<file path="src/rtl/key_debounce_event.sv">
// key_debounce_event: turns raw active-low keys into debounced levels and 1-cycle press/release/long/repeat events.
// Latency: a clean pin edge reaches key_level_o and press/release DB_CYC+2 cycles later; long fires LONG_CYC after press.
// Backpressure: none, events are single-cycle pulses that are never held; macro KEY_REPEAT_EN enables auto-repeat.
module key_debounce_event #(
    parameter int NUM_KEYS    = 2,
    parameter int CLK_HZ      = 50_000_000,
    parameter int DEBOUNCE_MS = 20,
    parameter int LONG_MS     = 1000,
    parameter int REPEAT_MS   = 200
) (
    input  logic                sys_clk,
    input  logic                rst_n,
    input  logic [NUM_KEYS-1:0] key_i,
    output logic [NUM_KEYS-1:0] key_level_o,
    output logic [NUM_KEYS-1:0] key_press_o,
    output logic [NUM_KEYS-1:0] key_release_o,
    output logic [NUM_KEYS-1:0] key_long_o,
    output logic [NUM_KEYS-1:0] key_repeat_o
);
    localparam int DB_CYC   = CLK_HZ / 1000 * DEBOUNCE_MS;
    localparam int LONG_CYC = CLK_HZ / 1000 * LONG_MS;
    localparam int DB_W     = $clog2(DB_CYC + 1);
    localparam int HOLD_W   = $clog2(LONG_CYC + 1);
`ifdef KEY_REPEAT_EN
    localparam int REP_CYC  = CLK_HZ / 1000 * REPEAT_MS;
    localparam int REP_W    = $clog2(REP_CYC + 1);
`endif

    typedef enum logic [1:0] {
        IDLE = 2'd0,
        HELD = 2'd1,
        LONG = 2'd2
    } hold_state_t;

    // Reject timing combinations that would make the long-press unreachable or the debounce degenerate.
    generate
        if (DEBOUNCE_MS < 1 || LONG_MS <= DEBOUNCE_MS || REPEAT_MS < 1) begin : g_param_check
            $error("key_debounce_event: need DEBOUNCE_MS >= 1, LONG_MS > DEBOUNCE_MS, REPEAT_MS >= 1");
        end
    endgenerate

    genvar k;
    generate
        for (k = 0; k < NUM_KEYS; k++) begin : g_key
            logic [1:0]        sync_q;       // sync_q[1] is the synchronized pin
            logic              stable_q;     // debounced pin value, 1 = released
            logic [DB_W-1:0]   db_cnt_q;
            logic              db_hit;
            logic              acc_press;
            logic              acc_release;
            logic              press_q;
            logic              release_q;
            hold_state_t       state_q;
            hold_state_t       state_d;
            logic [HOLD_W-1:0] hold_q;
            logic [HOLD_W-1:0] hold_d;
            logic              long_q;
            logic              long_d;
`ifdef KEY_REPEAT_EN
            logic [REP_W-1:0]  rep_q;
            logic [REP_W-1:0]  rep_d;
            logic              repeat_q;
            logic              repeat_d;
`endif

            // The pin differs from the accepted value for the full window: accept it this cycle.
            assign db_hit      = (sync_q[1] != stable_q) && (db_cnt_q == DB_W'(DB_CYC - 1));
            assign acc_press   = db_hit && !sync_q[1];
            assign acc_release = db_hit && sync_q[1];

            // Two-flop synchronizer; resets to the released level.
            always_ff @(posedge sys_clk or negedge rst_n) begin
                if (!rst_n) begin
                    sync_q <= 2'b11;
                end else begin
                    sync_q <= {sync_q[0], key_i[k]};
                end
            end

            // Debounce: any return to the accepted value restarts the stability window.
            always_ff @(posedge sys_clk or negedge rst_n) begin
                if (!rst_n) begin
                    stable_q <= 1'b1;
                    db_cnt_q <= '0;
                end else if (sync_q[1] == stable_q) begin
                    db_cnt_q <= '0;
                end else if (db_hit) begin
                    stable_q <= sync_q[1];
                    db_cnt_q <= '0;
                end else begin
                    db_cnt_q <= db_cnt_q + DB_W'(1);
                end
            end

            // Press/release pulses are registered so they line up with the key_level_o change.
            always_ff @(posedge sys_clk or negedge rst_n) begin
                if (!rst_n) begin
                    press_q   <= 1'b0;
                    release_q <= 1'b0;
                end else begin
                    press_q   <= acc_press;
                    release_q <= acc_release;
                end
            end

            // Hold FSM state, counters and registered long/repeat pulses.
            always_ff @(posedge sys_clk or negedge rst_n) begin
                if (!rst_n) begin
                    state_q  <= IDLE;
                    hold_q   <= '0;
                    long_q   <= 1'b0;
`ifdef KEY_REPEAT_EN
                    rep_q    <= '0;
                    repeat_q <= 1'b0;
`endif
                end else begin
                    state_q  <= state_d;
                    hold_q   <= hold_d;
                    long_q   <= long_d;
`ifdef KEY_REPEAT_EN
                    rep_q    <= rep_d;
                    repeat_q <= repeat_d;
`endif
                end
            end

            // Hold FSM next state; an accepted release overrides everything, including a coincident long/repeat.
            always_comb begin
                state_d  = state_q;
                hold_d   = hold_q;
                long_d   = 1'b0;
`ifdef KEY_REPEAT_EN
                rep_d    = rep_q;
                repeat_d = 1'b0;
`endif
                case (state_q)
                    IDLE: begin
                        if (acc_press) begin
                            state_d = HELD;
                            hold_d  = '0;
                        end
                    end
                    HELD: begin
                        if (hold_q == HOLD_W'(LONG_CYC - 1)) begin
                            long_d  = 1'b1;
                            state_d = LONG;
                            hold_d  = '0;
`ifdef KEY_REPEAT_EN
                            rep_d   = '0;
`endif
                        end else begin
                            hold_d = hold_q + HOLD_W'(1);
                        end
                    end
                    LONG: begin
`ifdef KEY_REPEAT_EN
                        if (rep_q == REP_W'(REP_CYC - 1)) begin
                            repeat_d = 1'b1;
                            rep_d    = '0;
                        end else begin
                            rep_d = rep_q + REP_W'(1);
                        end
`endif
                    end
                    default: begin
                        state_d = IDLE;
                        hold_d  = '0;
                    end
                endcase
                if (acc_release) begin
                    state_d  = IDLE;
                    hold_d   = '0;
                    long_d   = 1'b0;
`ifdef KEY_REPEAT_EN
                    rep_d    = '0;
                    repeat_d = 1'b0;
`endif
                end
            end

            assign key_level_o[k]   = ~stable_q;
            assign key_press_o[k]   = press_q;
            assign key_release_o[k] = release_q;
            assign key_long_o[k]    = long_q;
`ifdef KEY_REPEAT_EN
            assign key_repeat_o[k]  = repeat_q;
`endif
        end
    endgenerate

`ifndef KEY_REPEAT_EN
    assign key_repeat_o = '0;
`endif

endmodule

</file>
<file path="config.mk">
export PLATFORM = sky130hd
export DESIGN_NAME = key_debounce_event
export DESIGN_NICKNAME = d
export VERILOG_FILES = /design/src/rtl/key_debounce_event.sv
export SDC_FILE = /design/constraint.sdc
export NUM_CORES = 1
export LEC_CHECK = 0
export CAP_MARGIN = 20
export CORE_UTILIZATION = 35
export CTS_BUF_LIST = sky130_fd_sc_hd__clkbuf_4 sky130_fd_sc_hd__clkbuf_8 sky130_fd_sc_hd__clkbuf_16
export DETAILED_ROUTE_END_ITERATION = 16
export SETUP_SLACK_MARGIN = 0.2
export SLEW_MARGIN = 20
export SYNTH_ARGS = -nofsm -noshare
export SYNTH_HDL_FRONTEND = slang
export SYNTH_SLANG_ARGS = --single-unit
</file>
<file path="constraint.sdc">
create_clock -name sys_clk -period 6.3 [get_ports sys_clk]
set_input_delay 0.945 -clock sys_clk [delete_from_list [all_inputs] [get_ports sys_clk]]
set_output_delay 0.945 -clock sys_clk [all_outputs]
set_load 0.005 [all_outputs]
</file>
After elaboration in Yosys (flattened, before gate mapping)
Index checks and enable logic that the tools add are counted.
Cells by class
  add/sub/neg operators: 4
  eq/ne operators: 18
  mux-type cells: 26
  bitwise logic cells: 4
  reduce and logical (&&, ||, !) cells: 16
Operators by type and width (count)
  $mux 26: 6
  $pmux 26 s3: 2
  $mux 20: 4
  $add 26x1->26 const B: 2
  $eq 26x26->1 const B: 2
  $add 20x1->20 const B: 2
  $eq 20x20->1 const B: 2
  $mux 2: 6
  $ne 3x3->1 const B: 4
  $pmux 2 s3: 2
  $reduce_and 2->1: 4
  $logic_and 1x1->1: 6
  $mux 1: 6
  $reduce_and 3->1: 2
  $eq 2x1->1 const B: 2
  $eq 2x2->1 const B: 2
  $logic_not 2->1: 2
  $ne 2x2->1 const B: 2
  $not 1->1: 4
  $eq 1x1->1: 2
  $logic_not 1->1: 2
  $ne 1x1->1: 2
Storage, ports and cells
  register bits: 108
  output and inout bits: 10

Longest topological paths before layout
Gate-level depths: netlist (run 1).
  depth in word-level cells: 6
  gate-level depth with buffers: 8
  gate-level depth less buffers: 6

Worst setup path before layout (run 1)
OpenSTA, ideal clock, no wires.
  path type: reg-to-reg
  start: register g_key[0].stable_q
  end: register g_key[0].hold_q[19]
  library setup time: 78 ps
  data arrival time: 2137 ps
  data required time: 6222 ps
  setup slack: 4085 ps
  cell stages (with the launch flop): 7
  path buffers: 1
  clock period less this slack: 2215 ps
  cells stage by stage: dfstp_2 > or3b_1 > and2_0 > o41a_1 > buf_2 > or4_1 > a21oi_1
Between the ends
  cells in the longest elaborated chain, start to end: 5
  elaborated cells between the ends (all ways): 8
  classes of those cells: eq/ne: 3; mux: 1; reduce/logical: 4
RTL lines
  start, declared: line 46  | logic stable_q;
  start signal, assigned: line 88  | stable_q <= sync_q[1];
  $ne 1x1->1 *: line 67  | assign db_hit = (sync_q[1] != stable_q) && (db_cnt_q == DB_W'(DB_CYC - 1));
  $logic_and 1x1->1 *: line 67
  $logic_and 1x1->1, on equally long branches: line 68, 69
  $ne 3x3->1 (no line) or $ne 2x2->1 (tied branches)
  $reduce_and 2->1 (no line)
  end signal, assigned: line 118  | hold_q <= hold_d;
  end, declared: line 55  | logic [HOLD_W-1:0] hold_q;
Every way passes the cells marked *; elsewhere a longest branch is shown, timed or not.
A chain may end at the register's enable or synchronous reset.

Worst setup path after layout (run 1)
  start: register g_key[0].db_cnt_q[0]
  end: register g_key[0].hold_q[21]
Between the ends
  cells in the longest elaborated chain, start to end: 5
  elaborated cells between the ends (all ways): 8
  classes of those cells: eq/ne: 3; mux: 1; reduce/logical: 4
RTL lines
  start, declared: line 47  | logic [DB_W-1:0] db_cnt_q;
  start signal, assigned: line 91  | db_cnt_q <= db_cnt_q + DB_W'(1);
  $eq 20x20->1 *: line 67
  $logic_and 1x1->1 *: line 67
  $logic_and 1x1->1, on equally long branches: line 68, 69
  $ne 3x3->1 (no line) or $ne 2x2->1 (tied branches)
  $reduce_and 2->1 (no line)
Marks and branches as above.

==> reports/results.ini, run 1 <==
[outcome]
status=complete, no violations

[power_and_ir_drop]
peakVddDrop_mv=0.1488
power.total_mw=1.273
p_leak_nw=2.330
powerDensity_nw_per_um2=207.0

[critical_path]
cp.buffers_inverters=1
path_delay_family=simple AND/OR/NAND/NOR gates
start_kind=flip-flop
end_kind=flip-flop
reg2reg_depth=7
critPathRequiredTime_ps=6570
crit_type=flip-flop to flip-flop
cpMaxStageDelayCell=or4_1
cp_max_fo=47
cp.arrival_ps=2950
r2r_slack_ps=3620
slowest_delay_ps=540
timing.rr.end=g_key[0].hold_q[21]$_DFFE_PN0P_
cp_cell_sequence=ha_1 > and3_1 > nand3_1 > o41a_1 > buf_4 > or4_1 > a21oi_1
r2r-start=g_key[0].db_cnt_q[0]$_DFF_PN0_

[clock_network]
clkLatencyLatePin_ps=350
postCtsSetupRepairBufs=0
clock-root-buffer=clkbuf_16
cts_tree=built
cts_buffers=9
cts_resized=0
clock-sinks=108
clk_pin_slew_ps=70
clockBufferDepth=2
hold_buffers=0
h-tree-depth=3

[yosys]
synthArstFlopShare=1.000
ys_warn_count=0
ys_types=52
syn_area_per_cell_um2=9.383
seq_area_frac_synth=0.4838
synth_flop_cell=dfrtp_1
syn_area_um2=5602
synth_edf_count=0
synth_seq_cells=108
synthCells=597

[sta]
post-route-min-period_ps=2679
fin_tns_setup_ps=0
setup_violations=0
final_hold_viol_count=0
fin_skew_ps=11.42
finalMaxSlewViolations=0
achievable-frequency_ghz=0.3733
rsz0062_at_grt=no
tightest_slew_ps=932.4
slew_headroom=0.3736
fin_crit_sh=0.4252

[global_routing]
grt.overflow.total=0
grt_first_pass_wirelength_mm=20.15
first_global_vias=4251
track_usage=0.1507
grt_start_max_net_pins=64
antenna_found_initial=0

[placement]
port_buffers=11
placed_area_um2=5862
dp_hpwl_mm=7.474
gp_congestion=0.7594

[layout]
layout-drive-gt1-share=0.06198
num-fill-cells=1536
multi_input_area_um2=2675
syn_to_final_growth_pct=9.806
diodes=0
finish.utilization=0.3987
layout_common_cells=dfrtp_1 (102), nor2_1 (57), a21oi_1 (49), nand2_1 (37), nand3_1 (34)
stdcell_area_um2=6151
final_nets=600
layout_commonest_cell=dfrtp_1
regArea_um2=2710

[worst_hold_path]
hold_end=g_key[0].sync_q[1]$_DFF_PN1_
hold_start=g_key[0].sync_q[0]$_DFF_PN1_
hold_class=flip-flop to flip-flop
hold_depth=0

[routing]
drt.antenna.violating_nets=0
first_iter_violations=283
avgViaCountPerCell=5.417
routedWlPerCell_um=13.92
vias=4377
drc=0
dr.pass1.iters=4
wl_mm=11.25

[floorplanning]
std_cell_rows=45
die_y_um=128.5
start_util=0.3631
dieArea_um2=16510
fp.coreArea_um2=15430
die_w_um=128.5
pin_count=14

[flow_run]
drv_cap=0

==> through the flow <==
step | cells | setup WS [ps] | hold WS [ps]
floorplan | 598 | 4085 | 345.2
global placement | 792 | 3746 | 347.0
detailed placement | 792 | 3657 | 349.1
CTS | 808 | 3637 | 359.1
global route | 808 | 3408 | 364.4
finish | 808 | 3621 | 357.1
==> cell type report <==
class | count | area share
Sequential cell | 108 | 0.4406
Inverter | 18 | 0.01098
Multi-Input combinational cell | 439 | 0.4349
Timing Repair Buffer | 16 | 0.02360
Clock buffer | 13 | 0.04353
Clock inverter | 3 | 0.003458
Tap cell | 211 | 0.04292
==> sequential cells by signal, summed over array words and instances, names as in the netlist <==
signal and count:
g_key.sync_q 4, g_key.release_q 2, g_key.press_q 2, g_key.stable_q 2
g_key.hold_q 52, g_key.state_q 4, g_key.long_q 2, g_key.db_cnt_q 40
==> synthesized netlist by cell type, types with 15 or more instances <==
master | count | area share
nand4_1 | 19 | 0.021
or4_1 | 33 | 0.044
nor2_1 | 57 | 0.038
a21oi_1 | 49 | 0.044
clkbuf_1 | 19 | 0.013
or3_1 | 20 | 0.022
o31ai_1 | 29 | 0.039
inv_1 | 18 | 0.012
xnor2_1 | 29 | 0.045
and3_1 | 15 | 0.017
nand3_1 | 34 | 0.030
nand2_1 | 37 | 0.025
nor3_1 | 19 | 0.017
dfrtp_1 | 102 | 0.46
o21ai_0 | 20 | 0.018
==> how the worst max path moves through the flow <==
stage	startpoint	end	slack (ps)	depth (start not counted)
2_1_floorplan	g_key[0].stable_q$_DFFE_PN1P_	g_key[0].hold_q[19]$_DFFE_PN0P_	4080	6
3_3_place_gp	g_key[0].db_cnt_q[0]$_DFF_PN0_	g_key[0].hold_q[23]$_DFFE_PN0P_	3750	7
3_5_place_dp	g_key[0].db_cnt_q[0]$_DFF_PN0_	g_key[0].hold_q[21]$_DFFE_PN0P_	3660	7
4_1_cts	g_key[0].db_cnt_q[0]$_DFF_PN0_	g_key[0].hold_q[21]$_DFFE_PN0P_	3640	7
5_1_grt	g_key[0].db_cnt_q[0]$_DFF_PN0_	g_key[0].hold_q[19]$_DFFE_PN0P_	3410	7
6_report	g_key[0].db_cnt_q[0]$_DFF_PN0_	g_key[0].hold_q[21]$_DFFE_PN0P_	3620	7
==> routing by layer <==
layer	vias to the layer above	GRT usage	wire [µm]
met1	2154	0.2003	5560
li1	2174	-	-
met2	44	0.2420	5241
met5	-	0	0
met4	0	0.03806	98
met3	5	0.04241	350
==> power breakdown <==
part	switching [mW]	leakage [nW]	internal, mW
logic	0.0211	0.704	0.00615
clock network	0.245	0.143	0.299
registers	0.00378	1.48	0.699
total	0.270	2.33	1.00
==> worst register-to-register path, cell delays in order, from the launching register on <==
cell and delay, ps:
dfrtp_1 360, ha_1 180, and3_1 200, nand3_1 350
o41a_1 520, buf_4 260, or4_1 560, a21oi_1 170
==> cell families (layout without fill, tap and decap cells) <==
logic type | Yosys count | after routing | synth area share
adder cells (fa/ha/maj) | 4 | 4 | 0.008935
multiplexers | 3 | 3 | 0.006030
AND/OR/NAND/NOR | 276 | 276 | 0.2732
flip-flops | 108 | 108 | 0.4838
XOR/XNOR | 38 | 38 | 0.05941
buffers and inverters | 51 | 50 | 0.04043
other | 1 | 2 | 0.0006694
AO/OA/AOI/OAI | 116 | 116 | 0.1275
(Power assumes the default switching activity.)
==> run 2: changes to the inputs <==
==> constraint.sdc (replaced) <==
create_clock -name sys_clk -period 2.4 [get_ports sys_clk]
set_input_delay 0.36 -clock sys_clk [delete_from_list [all_inputs] [get_ports sys_clk]]
set_output_delay 0.36 -clock sys_clk [all_outputs]
set_load 0.005 [all_outputs]
==> run 2 against run 1 <==
  * Critical path depth is the same
  * Sequential share of layout area shrank 4.9 points
  * Worst setup slack lost 3600 ps
  * Via count grew 4.8%
  * Die area is the same
  * Sequential cell count is the same
  * Register-to-register slack lost 3600 ps
  * Critical path type unchanged
  * Non-clock buffer count grew 39
==> reports/results.ini, run 2 (synthesized netlist as in run 1, its figures left out) <==
[clock_network]
clkLatencyLatePin_ps=360  ; about the same
cts_buffers=9  ; unchanged
clockBufferDepth=2  ; unchanged
clk_pin_slew_ps=70  ; about the same
clock-sinks=108  ; unchanged
cts_tree=built
h-tree-depth=3  ; unchanged
clock-root-buffer=clkbuf_16

[routing]
first_iter_violations=290  ; +2.5%
drt.antenna.violating_nets=0  ; unchanged
avgViaCountPerCell=5.414  ; about the same
routedWlPerCell_um=15.04  ; +8.0%
drc=0  ; unchanged
vias=4586  ; +4.8%
dr.pass1.iters=4  ; unchanged
wl_mm=12.74  ; +13%

[layout]
layout-drive-gt1-share=0.2075  ; +0.1456
regArea_um2=2714  ; +0.14%
num-fill-cells=1493  ; -2.8%
diodes=0  ; unchanged
largest_reg_flops=52  ; unchanged
fin_cells=847  ; +4.8%
reg_top3=g_key.hold_q: 52 flops, g_key.db_cnt_q: 40 flops
multi_input_area_um2=2954  ; +10%
layout_commonest_cell=dfrtp_1
final_nets=639  ; +6.5%
syn_to_final_growth_pct=23.74
layout_common_cells=dfrtp_1 (99), nor2_1 (57), nand2_1 (36), nand3_1 (32), buf_4 (31)
top_register=g_key.hold_q
stdcell_area_um2=6932  ; +13%

[power_and_ir_drop]
peakVddDrop_mv=0.5121  ; +240%
power.total_mw=3.595  ; +180%
powerDensity_nw_per_um2=518.7  ; +150%
p_leak_nw=2.640  ; +13%

[sta]
fin_skew_ps=7.668  ; -3.753 ps
tightest_slew_ps=507.3  ; -425.1 ps
slew_headroom=0.6618  ; +0.2882
achievable-frequency_ghz=0.4190  ; +12%
post-route-min-period_ps=2387  ; -292.0 ps
fin_crit_sh=0.9945  ; +0.5693
rsz0062_at_grt=yes
setup_ws_ps=13.09  ; -3608 ps
finalMaxSlewViolations=0  ; unchanged
setup_violations=0  ; unchanged
fin_tns_setup_ps=0  ; unchanged
final_hold_viol_count=0  ; unchanged

[placement]
port_buffers=11  ; unchanged
placed_area_um2=6077  ; +3.7%
gp_congestion=0.7580  ; -0.18%
pre_cts_ws_ps=31.26  ; -3626 ps
dp_hpwl_mm=7.978  ; +6.7%
dp.cells=814  ; +2.8%

[floorplanning]
dieArea_um2=16510  ; unchanged
start_util=0.3631  ; unchanged
die_y_um=128.5  ; unchanged
die_w_um=128.5  ; unchanged
fp.coreArea_um2=15430  ; unchanged
std_cell_rows=45  ; unchanged
pin_count=14  ; unchanged

[worst_hold_path]
hold_class=flip-flop to flip-flop

[critical_path]
cp_max_fo=24  ; -49%
crit_type=flip-flop to flip-flop
cp.arrival_ps=2620  ; -330 ps
start_kind=flip-flop
cp_cell_sequence=or4_4 > nor4_4 > a31oi_4 > buf_4 > clkbuf_16 > o31ai_1 > a21oi_2
cpMaxStageDelayCell=or4_4
r2r_slack_ps=10  ; -3610 ps
end_kind=flip-flop
critPathRequiredTime_ps=2640  ; -3930 ps
slowest_delay_ps=560  ; +20 ps

[global_routing]
grt_first_pass_wirelength_mm=20.88  ; +3.6%
grt.overflow.total=0  ; unchanged
track_usage=0.1584  ; +0.007660
grt_start_max_net_pins=49  ; -23%
first_global_vias=4421  ; +4.0%
antenna_found_initial=0  ; unchanged

[flow_run]
drv_cap=0  ; unchanged

[outcome]
status=complete, no violations

-- run 2: per-layer routing --
metal  track usage  part of all wire  vias to the layer above
met1        0.1986              0.46                     2289
met5             0                 0                        -
li1              -                 -                     2246
met4       0.05467             0.014                        0
met3       0.03368             0.022                       12
met2        0.2703              0.50                       39
-- run 2: repair_timing --
item | in CTS | in global routing
pin swaps | 0 | 13
setup buffers | 2 | 8
setup endpoints to repair | 31 | 50
gates cloned | 1 | 5
hold endpoints to repair | 36 | 0
resized for setup | 5 | 67
hold buffers | 1 | 0
-- run 2: worst max-delay path, delay by kind of cell, from the launching register on --
kind / cells / cell delay (ps)
AO/OA/AOI/OAI: 3 / 610
AND/OR/NAND/NOR: 2 / 890
buffers and inverters: 2 / 360
flip-flops: 1 / 400
-- run 2: stage by stage --
step | hold slack [ps] | utilization
after global routing | 360.0 | 0.4493
after detailed placement | 348.2 | 0.3939
after CTS | 359.1 | 0.4203
final | 357.4 | 0.4493
after global placement | 349.6 | 0.3939
after floorplan | 64.41 | -
-- run 2: worst paths after layout --
kind | end | cells after the start | startpoint
max | g_key[1].hold_q[12]$_DFFE_PN0P_ | 7 | g_key[1].db_cnt_q[6]$_DFF_PN0_
min | g_key[0].sync_q[1]$_DFF_PN1_ | 0 | g_key[0].sync_q[0]$_DFF_PN1_
max reg2reg | g_key[1].hold_q[12]$_DFFE_PN0P_ | 7 | g_key[1].db_cnt_q[6]$_DFF_PN0_
min reg2reg | g_key[0].sync_q[1]$_DFF_PN1_ | 0 | g_key[0].sync_q[0]$_DFF_PN1_
max in group asynchronous | g_key[0].sync_q[1]$_DFF_PN1_ | 3 | rst_n
min in group asynchronous | g_key[0].db_cnt_q[13]$_DFF_PN0_ | 2 | rst_n
-- run 2: area by class of cell --
type / count / share of cell area
multi-input cells: 439 / 0.4262
clock inverters: 6 / 0.01354
repair buffers: 55 / 0.08646
clock buffers: 10 / 0.03448
flip-flops and latches: 108 / 0.3915
well taps: 211 / 0.03809
inverters: 18 / 0.009747
-- run 2: report_power, final --
group / leakage, nW / internal (mW) / switching [mW] / total (mW)
Clock: 0.165 / 0.957 / 0.708 / 1.66
Sequential: 1.48 / 1.83 / 0.0101 / 1.84
Combinational: 0.996 / 0.0284 / 0.0591 / 0.0875
Total: 2.64 / 2.82 / 0.778 / 3.60
